### src/rtl/wb_writer_pkg.sv
// Shared types for the write-back sequencer: widths, FSM state encoding and queue entry.
package wb_writer_pkg;

    localparam int XLEN       = 32;
    localparam int REG_ADDR_W = 5;

    typedef enum logic [1:0] {
        IDLE  = 2'd0,
        ISSUE = 2'd1,
        HOLD  = 2'd2
    } wb_state_e;

    typedef struct packed {
        logic [REG_ADDR_W-1:0] addr;
        logic [XLEN-1:0]       data;
    } wb_entry_t;

endpackage

### src/rtl/wb_writer_if.sv
// Bus bundle between MEM/WB, the write-back sequencer, the register-file write port and decode.
interface wb_writer_if import wb_writer_pkg::*; #(
    parameter int DEPTH = 2
) ();
    localparam int CW = $clog2(DEPTH) + 1;

    // MEM/WB handshake: a result transfers at a rising edge where wb_valid && wb_ready.
    logic                  tick_tock;
    logic                  wb_valid;
    logic [REG_ADDR_W-1:0] wb_rd_addr;
    logic [XLEN-1:0]       wb_data;
    logic                  wb_ready;
    logic                  regwrite;
    logic [REG_ADDR_W-1:0] writereg_addr;
    logic [XLEN-1:0]       writedata;
    logic [CW-1:0]         pending;
    logic [REG_ADDR_W-1:0] rs1_addr;
    logic [REG_ADDR_W-1:0] rs2_addr;
    logic                  rs1_fwd_hit;
    logic                  rs2_fwd_hit;
    logic [XLEN-1:0]       rs1_fwd_data;
    logic [XLEN-1:0]       rs2_fwd_data;

    modport slave (
        input  tick_tock, wb_valid, wb_rd_addr, wb_data, rs1_addr, rs2_addr,
        output wb_ready, regwrite, writereg_addr, writedata, pending,
        output rs1_fwd_hit, rs2_fwd_hit, rs1_fwd_data, rs2_fwd_data
    );

    modport master (
        output tick_tock, wb_valid, wb_rd_addr, wb_data, rs1_addr, rs2_addr,
        input  wb_ready, regwrite, writereg_addr, writedata, pending,
        input  rs1_fwd_hit, rs2_fwd_hit, rs1_fwd_data, rs2_fwd_data
    );

endinterface

### src/rtl/wb_queue.sv
// In-order circular queue of pending register writes; exposes every slot for bypass matching.
module wb_queue import wb_writer_pkg::*; #(
    parameter  int DEPTH = 2,
    localparam int PW    = $clog2(DEPTH),
    localparam int CW    = PW + 1
) (
    input  logic          clk,
    input  logic          rst,
    input  logic          i_push,
    input  logic          i_pop,
    input  wb_entry_t     i_entry,
    output logic          o_full,
    output logic          o_empty,
    output logic [CW-1:0] o_count,
    output logic [PW-1:0] o_head,
    output wb_entry_t     o_entries [DEPTH]
);

    wb_entry_t     r_mem [DEPTH];
    logic [PW-1:0] r_head;
    logic [PW-1:0] r_tail;
    logic [CW-1:0] r_count;

    // Caller only pushes when not full and only pops when not empty.
    always_ff @(posedge clk) begin
        if (rst) begin
            r_head  <= '0;
            r_tail  <= '0;
            r_count <= '0;
        end else begin
            if (i_push) begin
                r_mem[r_tail] <= i_entry;
                r_tail        <= r_tail + PW'(1);
            end
            if (i_pop) begin
                r_head <= r_head + PW'(1);
            end
            case ({i_push, i_pop})
                2'b10:   r_count <= r_count + CW'(1);
                2'b01:   r_count <= r_count - CW'(1);
                default: r_count <= r_count;
            endcase
        end
    end

    assign o_full    = (r_count == CW'(DEPTH));
    assign o_empty   = (r_count == '0);
    assign o_count   = r_count;
    assign o_head    = r_head;
    assign o_entries = r_mem;

endmodule

### src/rtl/wb_writer.sv
// Write-back sequencer: queues retired results and issues them on the write phase of tick_tock.
// Optional decode bypass of queued values is built when WB_BYPASS_EN is defined.
module wb_writer import wb_writer_pkg::*; #(
    parameter int DEPTH = 2
) (
    input  logic      clk,
    input  logic      rst,
    wb_writer_if.slave bus,
    output wb_state_e o_dbg_state
);

    localparam int PW = $clog2(DEPTH);
    localparam int CW = PW + 1;

    logic                  w_full;
    logic                  w_empty;
    logic [CW-1:0]         w_count;
    logic [PW-1:0]         w_head;
    wb_entry_t             w_entries [DEPTH];
    wb_entry_t             w_in;
    wb_entry_t             w_next_entry;
    logic [PW-1:0]         w_sel_idx;
    logic                  w_push;
    logic                  w_pop;
    logic                  w_remaining;
    logic                  w_next_nonempty;
    logic                  w_rs1_hit;
    logic                  w_rs2_hit;
    logic [XLEN-1:0]       w_rs1_data;
    logic [XLEN-1:0]       w_rs2_data;

    wb_state_e             r_state;
    logic                  r_regwrite;
    logic [REG_ADDR_W-1:0] r_addr;
    logic [XLEN-1:0]       r_data;

    // Writes to x0 are accepted on the handshake but never stored.
    assign w_push = bus.wb_valid && !w_full && (bus.wb_rd_addr != '0);
    assign w_pop  = (r_state == HOLD);

    wb_queue #(.DEPTH(DEPTH)) u_queue (
        .clk       (clk),
        .rst       (rst),
        .i_push    (w_push),
        .i_pop     (w_pop),
        .i_entry   (w_in),
        .o_full    (w_full),
        .o_empty   (w_empty),
        .o_count   (w_count),
        .o_head    (w_head),
        .o_entries (w_entries)
    );

    // Entry that will sit at the head after this edge, including a same-edge enqueue.
    always_comb begin
        w_in.addr       = bus.wb_rd_addr;
        w_in.data       = bus.wb_data;
        w_remaining     = w_pop ? (w_count >= CW'(2)) : !w_empty;
        w_sel_idx       = w_pop ? (w_head + PW'(1)) : w_head;
        w_next_entry    = w_remaining ? w_entries[w_sel_idx] : w_in;
        w_next_nonempty = w_remaining || w_push;
    end

    always_ff @(posedge clk) begin
        if (rst) begin
            r_state    <= IDLE;
            r_regwrite <= 1'b0;
            r_addr     <= '0;
            r_data     <= '0;
        end else begin
            case (r_state)
                IDLE, HOLD: begin
                    if (w_next_nonempty && bus.tick_tock) begin
                        r_state    <= ISSUE;
                        r_regwrite <= 1'b1;
                        r_addr     <= w_next_entry.addr;
                        r_data     <= w_next_entry.data;
                    end else begin
                        r_state    <= IDLE;
                        r_regwrite <= 1'b0;
                    end
                end
                ISSUE: begin
                    r_state    <= HOLD;
                    r_regwrite <= 1'b0;
                end
                default: begin
                    r_state    <= IDLE;
                    r_regwrite <= 1'b0;
                end
            endcase
        end
    end

`ifdef WB_BYPASS_EN
    logic [PW-1:0] w_idx;

    // Walk oldest to youngest so the youngest match wins.
    always_comb begin
        w_rs1_hit  = 1'b0;
        w_rs2_hit  = 1'b0;
        w_rs1_data = '0;
        w_rs2_data = '0;
        w_idx      = '0;
        for (int i = 0; i < DEPTH; i++) begin
            w_idx = w_head + PW'(i);
            if (CW'(i) < w_count) begin
                if ((bus.rs1_addr != '0) && (w_entries[w_idx].addr == bus.rs1_addr)) begin
                    w_rs1_hit  = 1'b1;
                    w_rs1_data = w_entries[w_idx].data;
                end
                if ((bus.rs2_addr != '0) && (w_entries[w_idx].addr == bus.rs2_addr)) begin
                    w_rs2_hit  = 1'b1;
                    w_rs2_data = w_entries[w_idx].data;
                end
            end
        end
    end
`else
    logic w_unused_rs;
    assign w_unused_rs = ^{bus.rs1_addr, bus.rs2_addr};
    assign w_rs1_hit   = 1'b0;
    assign w_rs2_hit   = 1'b0;
    assign w_rs1_data  = '0;
    assign w_rs2_data  = '0;
`endif

    assign bus.wb_ready      = !w_full;
    assign bus.pending       = w_count;
    assign bus.regwrite      = r_regwrite;
    assign bus.writereg_addr = r_addr;
    assign bus.writedata     = r_data;
    assign bus.rs1_fwd_hit   = w_rs1_hit;
    assign bus.rs2_fwd_hit   = w_rs2_hit;
    assign bus.rs1_fwd_data  = w_rs1_data;
    assign bus.rs2_fwd_data  = w_rs2_data;
    assign o_dbg_state       = r_state;

endmodule

### src/flat_wrapper.sv
// flat-port wrapper written by rule: the top's interface ports become plain ports
module wb_writer_flat import wb_writer_pkg::*;
#(
    parameter int DEPTH = 2
)
  (clk, rst, o_dbg_state, bus_tick_tock, bus_wb_valid, bus_wb_rd_addr, bus_wb_data, bus_rs1_addr, bus_rs2_addr, bus_wb_ready, bus_regwrite, bus_writereg_addr, bus_writedata, bus_pending, bus_rs1_fwd_hit, bus_rs2_fwd_hit, bus_rs1_fwd_data, bus_rs2_fwd_data);
  wb_writer_if #(.DEPTH(DEPTH)) bus_i ();
  input  logic clk;
  input  logic rst;
  output wb_state_e o_dbg_state;
  input wire logic [$bits(bus_i.tick_tock)-1:0] bus_tick_tock;
  input wire logic [$bits(bus_i.wb_valid)-1:0] bus_wb_valid;
  input wire logic [$bits(bus_i.wb_rd_addr)-1:0] bus_wb_rd_addr;
  input wire logic [$bits(bus_i.wb_data)-1:0] bus_wb_data;
  input wire logic [$bits(bus_i.rs1_addr)-1:0] bus_rs1_addr;
  input wire logic [$bits(bus_i.rs2_addr)-1:0] bus_rs2_addr;
  output wire logic [$bits(bus_i.wb_ready)-1:0] bus_wb_ready;
  output wire logic [$bits(bus_i.regwrite)-1:0] bus_regwrite;
  output wire logic [$bits(bus_i.writereg_addr)-1:0] bus_writereg_addr;
  output wire logic [$bits(bus_i.writedata)-1:0] bus_writedata;
  output wire logic [$bits(bus_i.pending)-1:0] bus_pending;
  output wire logic [$bits(bus_i.rs1_fwd_hit)-1:0] bus_rs1_fwd_hit;
  output wire logic [$bits(bus_i.rs2_fwd_hit)-1:0] bus_rs2_fwd_hit;
  output wire logic [$bits(bus_i.rs1_fwd_data)-1:0] bus_rs1_fwd_data;
  output wire logic [$bits(bus_i.rs2_fwd_data)-1:0] bus_rs2_fwd_data;
  assign bus_i.tick_tock = bus_tick_tock;
  assign bus_i.wb_valid = bus_wb_valid;
  assign bus_i.wb_rd_addr = bus_wb_rd_addr;
  assign bus_i.wb_data = bus_wb_data;
  assign bus_i.rs1_addr = bus_rs1_addr;
  assign bus_i.rs2_addr = bus_rs2_addr;
  assign bus_wb_ready = bus_i.wb_ready;
  assign bus_regwrite = bus_i.regwrite;
  assign bus_writereg_addr = bus_i.writereg_addr;
  assign bus_writedata = bus_i.writedata;
  assign bus_pending = bus_i.pending;
  assign bus_rs1_fwd_hit = bus_i.rs1_fwd_hit;
  assign bus_rs2_fwd_hit = bus_i.rs2_fwd_hit;
  assign bus_rs1_fwd_data = bus_i.rs1_fwd_data;
  assign bus_rs2_fwd_data = bus_i.rs2_fwd_data;
  wb_writer #(.DEPTH(DEPTH)) u_core (.clk(clk), .rst(rst), .bus(bus_i), .o_dbg_state(o_dbg_state));
endmodule
### config.mk
export PLATFORM = sky130hd
export DESIGN_NAME = wb_writer_flat
export DESIGN_NICKNAME = d
export VERILOG_FILES = /design/src/rtl/wb_writer_pkg.sv /design/src/rtl/wb_writer_if.sv /design/src/rtl/wb_queue.sv /design/src/rtl/wb_writer.sv /design/src/flat_wrapper.sv
export SDC_FILE = /design/constraint.sdc
export NUM_CORES = 1
export LEC_CHECK = 0
export CORE_MARGIN = 2
export CORE_UTILIZATION = 43
export CTS_CLUSTER_SIZE = 20
export DETAILED_ROUTE_END_ITERATION = 8
export GPL_ROUTABILITY_DRIVEN = 1
export PLACE_DENSITY = 0.86
export SLEW_MARGIN = 20
export SYNTH_ARGS = -nofsm -noshare
export SYNTH_HDL_FRONTEND = slang
export SYNTH_SLANG_ARGS = --single-unit
### constraint.sdc
create_clock -name clk -period 3.9 [get_ports clk]
set_clock_uncertainty 0.2 [all_clocks]
set_input_delay 0.39 -clock clk [delete_from_list [all_inputs] [get_ports clk]]
set_output_delay 0.39 -clock clk [all_outputs]
set_load 0.1 [all_outputs]
==> metrics.cfg <==
[placement]
portBuffers=83
dp_hpwl_um=6475
place_ws_ns=0.6493
gp_congestion=0.7648

[worst_setup_path]
cp.required_ns=3.31
cp_max_fo=8
startpoint_type=flop
worst_setup_path_end_kind=output port
path_class=reg2out
cp.arrival_ns=2.32

[floorplan]
ios=160
start_util_pct=43.67
dieHeight_um=116.8
rows=41
die_w_um=116.8
core-area_um2=12520
die_area_um2=13630

[yosys]
syn_area_per_cell_um2=14.16
ys_ff_latch=118
syn_area_um2=5466
synth_top_cell_by_area=edfxtp_1
synth_common_cells=74 x edfxtp_1, 70 x buf_4, 44 x dfxtp_1
synth-compound-area-share_pct=11.42
syn_inst=386
synth_edf_count=74
synth-xor-area-share_pct=0.6409
synthMuxAreaShare_pct=6.775
synth_top_family_by_area=buffers and inverters
synth_most_common_cell=edfxtp_1
synthArstFlopShare_pct=0
synth_fa_ha_area_share_pct=0.2289
synth-main-ff-cell=edfxtp_1
synth-simple-area-share_pct=8.423
netlist.area_leader.share_pct=40.65
synth.distinct_cells=38
yosysSeqAreaShare_pct=56.76
synthTopCellsByArea=edfxtp_1 41%, dfxtp_1 16%, buf_4 9.6%, o221ai_2 8.2%, mux2i_1 6.8%
yosys_warnings=0

[worst_hold_path]
hold_path_class=reg2reg

[sta]
min_period_ns=2.912
rsz0062_at_grt=no
worst_slack_ns=0.9882
hold_viol=0
post-route-period-util_pct=74.66
maxSlewViolCount=0
max_freq_mhz=343.4
setup_tns_ns=0
tightest_slew_ns=1.014
slew_headroom_pct=32.22
setup_viol=0

[routing]
via_per_inst=4.700
wl_per_cell_um=15.61
via_count=3107
drc_errors=0
drtIter0Drc=143
ant_nets=0
drtPass1Iterations=6
routed_wl_um=10320

[cts]
cts-resized-gates=0
numCtsBuffers=17
root_buffer=clkbuf_16
clk_latency_ns=0.40
tritoncts=built
post_cts_buffers=0
path_clk_slew_ns=0.06
cts.sinks=118
hold_buffers=0
cts_buffer_depth=2
h-tree-depth=4

[finish]
syn2layout_area_growth_pct=24.15
num-fill-cells=1009
final_nets=528
layout-drive-gt1-share_pct=23.52
final_core_util_pct=54.22
antenna_cells=0

[power_and_ir_drop]
p_leak_uw=0.002549
power_density_nw_per_um2=644.7
power.total_uw=4375
vdd_drop_max_mv=0.3911

[global_route]
track_usage_pct=16.12
use_met1_pct=19.75
met2_usage_pct=27.44
grt_antenna_before_repair=0
grt.met3_usage_pct=5.241
grt_start_max_net_pins=38
grt_pass1_vias=3070
grt_pass1_wl_um=16300
grt.busiest_layer=met2
overflow=0

[job]
cap_violations=0

[run_status]
status=finished clean

==> placed cells by master, fill, tap and decap left out, types with 3 or more instances in the layout <==
cell	synthesis	final
buf_4	70	8
bufinv_16	0	4
clkbuf_16	0	17
clkdlybuf4s50_1	0	83
clkinv_2	0	3
conb_1	1	66
dfxtp_1	44	44
edfxtp_1	74	74
inv_1	37	37
mux2i_1	37	37
nand3_1	7	7
nand3_2	30	30
nor2_1	4	4
o221ai_1	7	7
o221ai_2	30	30
==> cell type report <==
| type | count | area, µm² | area share, % |
|---|---|---|---|
| Timing Repair Buffer | 92 | 910.9 | 13.42 |
| Clock inverter | 13 | 180.2 | 2.655 |
| Multi-Input combinational cell | 208 | 1798 | 26.49 |
| Tap cell | 172 | 215.2 | 3.171 |
| Inverter | 39 | 146.4 | 2.157 |
| Clock buffer | 19 | 432.9 | 6.379 |
| Sequential cell | 118 | 3103 | 45.72 |
==> flip-flops by register name (all words and copies together) (netlist names) <==
signal                    count
u_core.u_queue.o_count        2
u_core.u_queue.o_entries     74
u_core.bus.writereg_addr      5
u_core.bus.writedata         32
u_core.bus.regwrite           1
u_core.u_queue.r_tail         1
u_core.o_dbg_state            2
u_core.u_queue.o_head         1
==> final timing paths <==
check                                 endpoint  cells past startpoint                      start  slack, ns
setup / recovery                  bus_wb_ready                      2  u_core.u_queue.o_count[0]       0.99
hold reg to reg        u_core.bus.writedata[9]                      2    u_core.bus.writedata[9]       0.31
hold / removal         u_core.bus.writedata[9]                      2    u_core.bus.writedata[9]       0.31
setup reg to reg  u_core.u_queue.o_entries[29]                      4  u_core.u_queue.o_count[0]       1.05
==> cells by family after synthesis <==
kind of cell / Yosys count
AO/OA/AOI/OAI: 46
adder cells (fa/ha/maj): 1
flip-flops: 118
multiplexers: 37
AND/OR/NAND/NOR: 54
buffers and inverters: 125
XOR/XNOR: 4
other: 1
==> per-layer routing <==
metal  vias up  routed length (µm)
met5         -                   0
met4         0                  69
met3         7                 632
met2       132                5298
met1      1510                4321
li1       1458                   -
==> report_power, final <==
| part | leakage, µW | switching [µW] | total (µW) | internal [µW] |
|---|---|---|---|---|
| clock network | 0.000295 | 543 | 1610 | 1070 |
| logic | 0.00122 | 995 | 1260 | 269 |
| registers | 0.00104 | 60.8 | 1500 | 1440 |
==> critical path, stage by stage (launching register included) <==
cell,delay [ns]
dfxtp_1,0.55
nand2b_2,0.22
clkdlybuf4s50_1,1.15
==> per-stage QoR <==
stage / cell area, µm² / cells / hold slack (ns)
2_1_floorplan: 5736 / 451 / 0.2889
4_1_cts: 6787 / 661 / 0.3172
3_5_place_dp: 6173 / 629 / 0.3090
5_1_grt: 6787 / 661 / 0.3401
6_report: 6787 / 661 / 0.3137
3_3_place_gp: 6167 / 629 / 0.2855
Note: power is estimated with default switching activity, not from simulation.
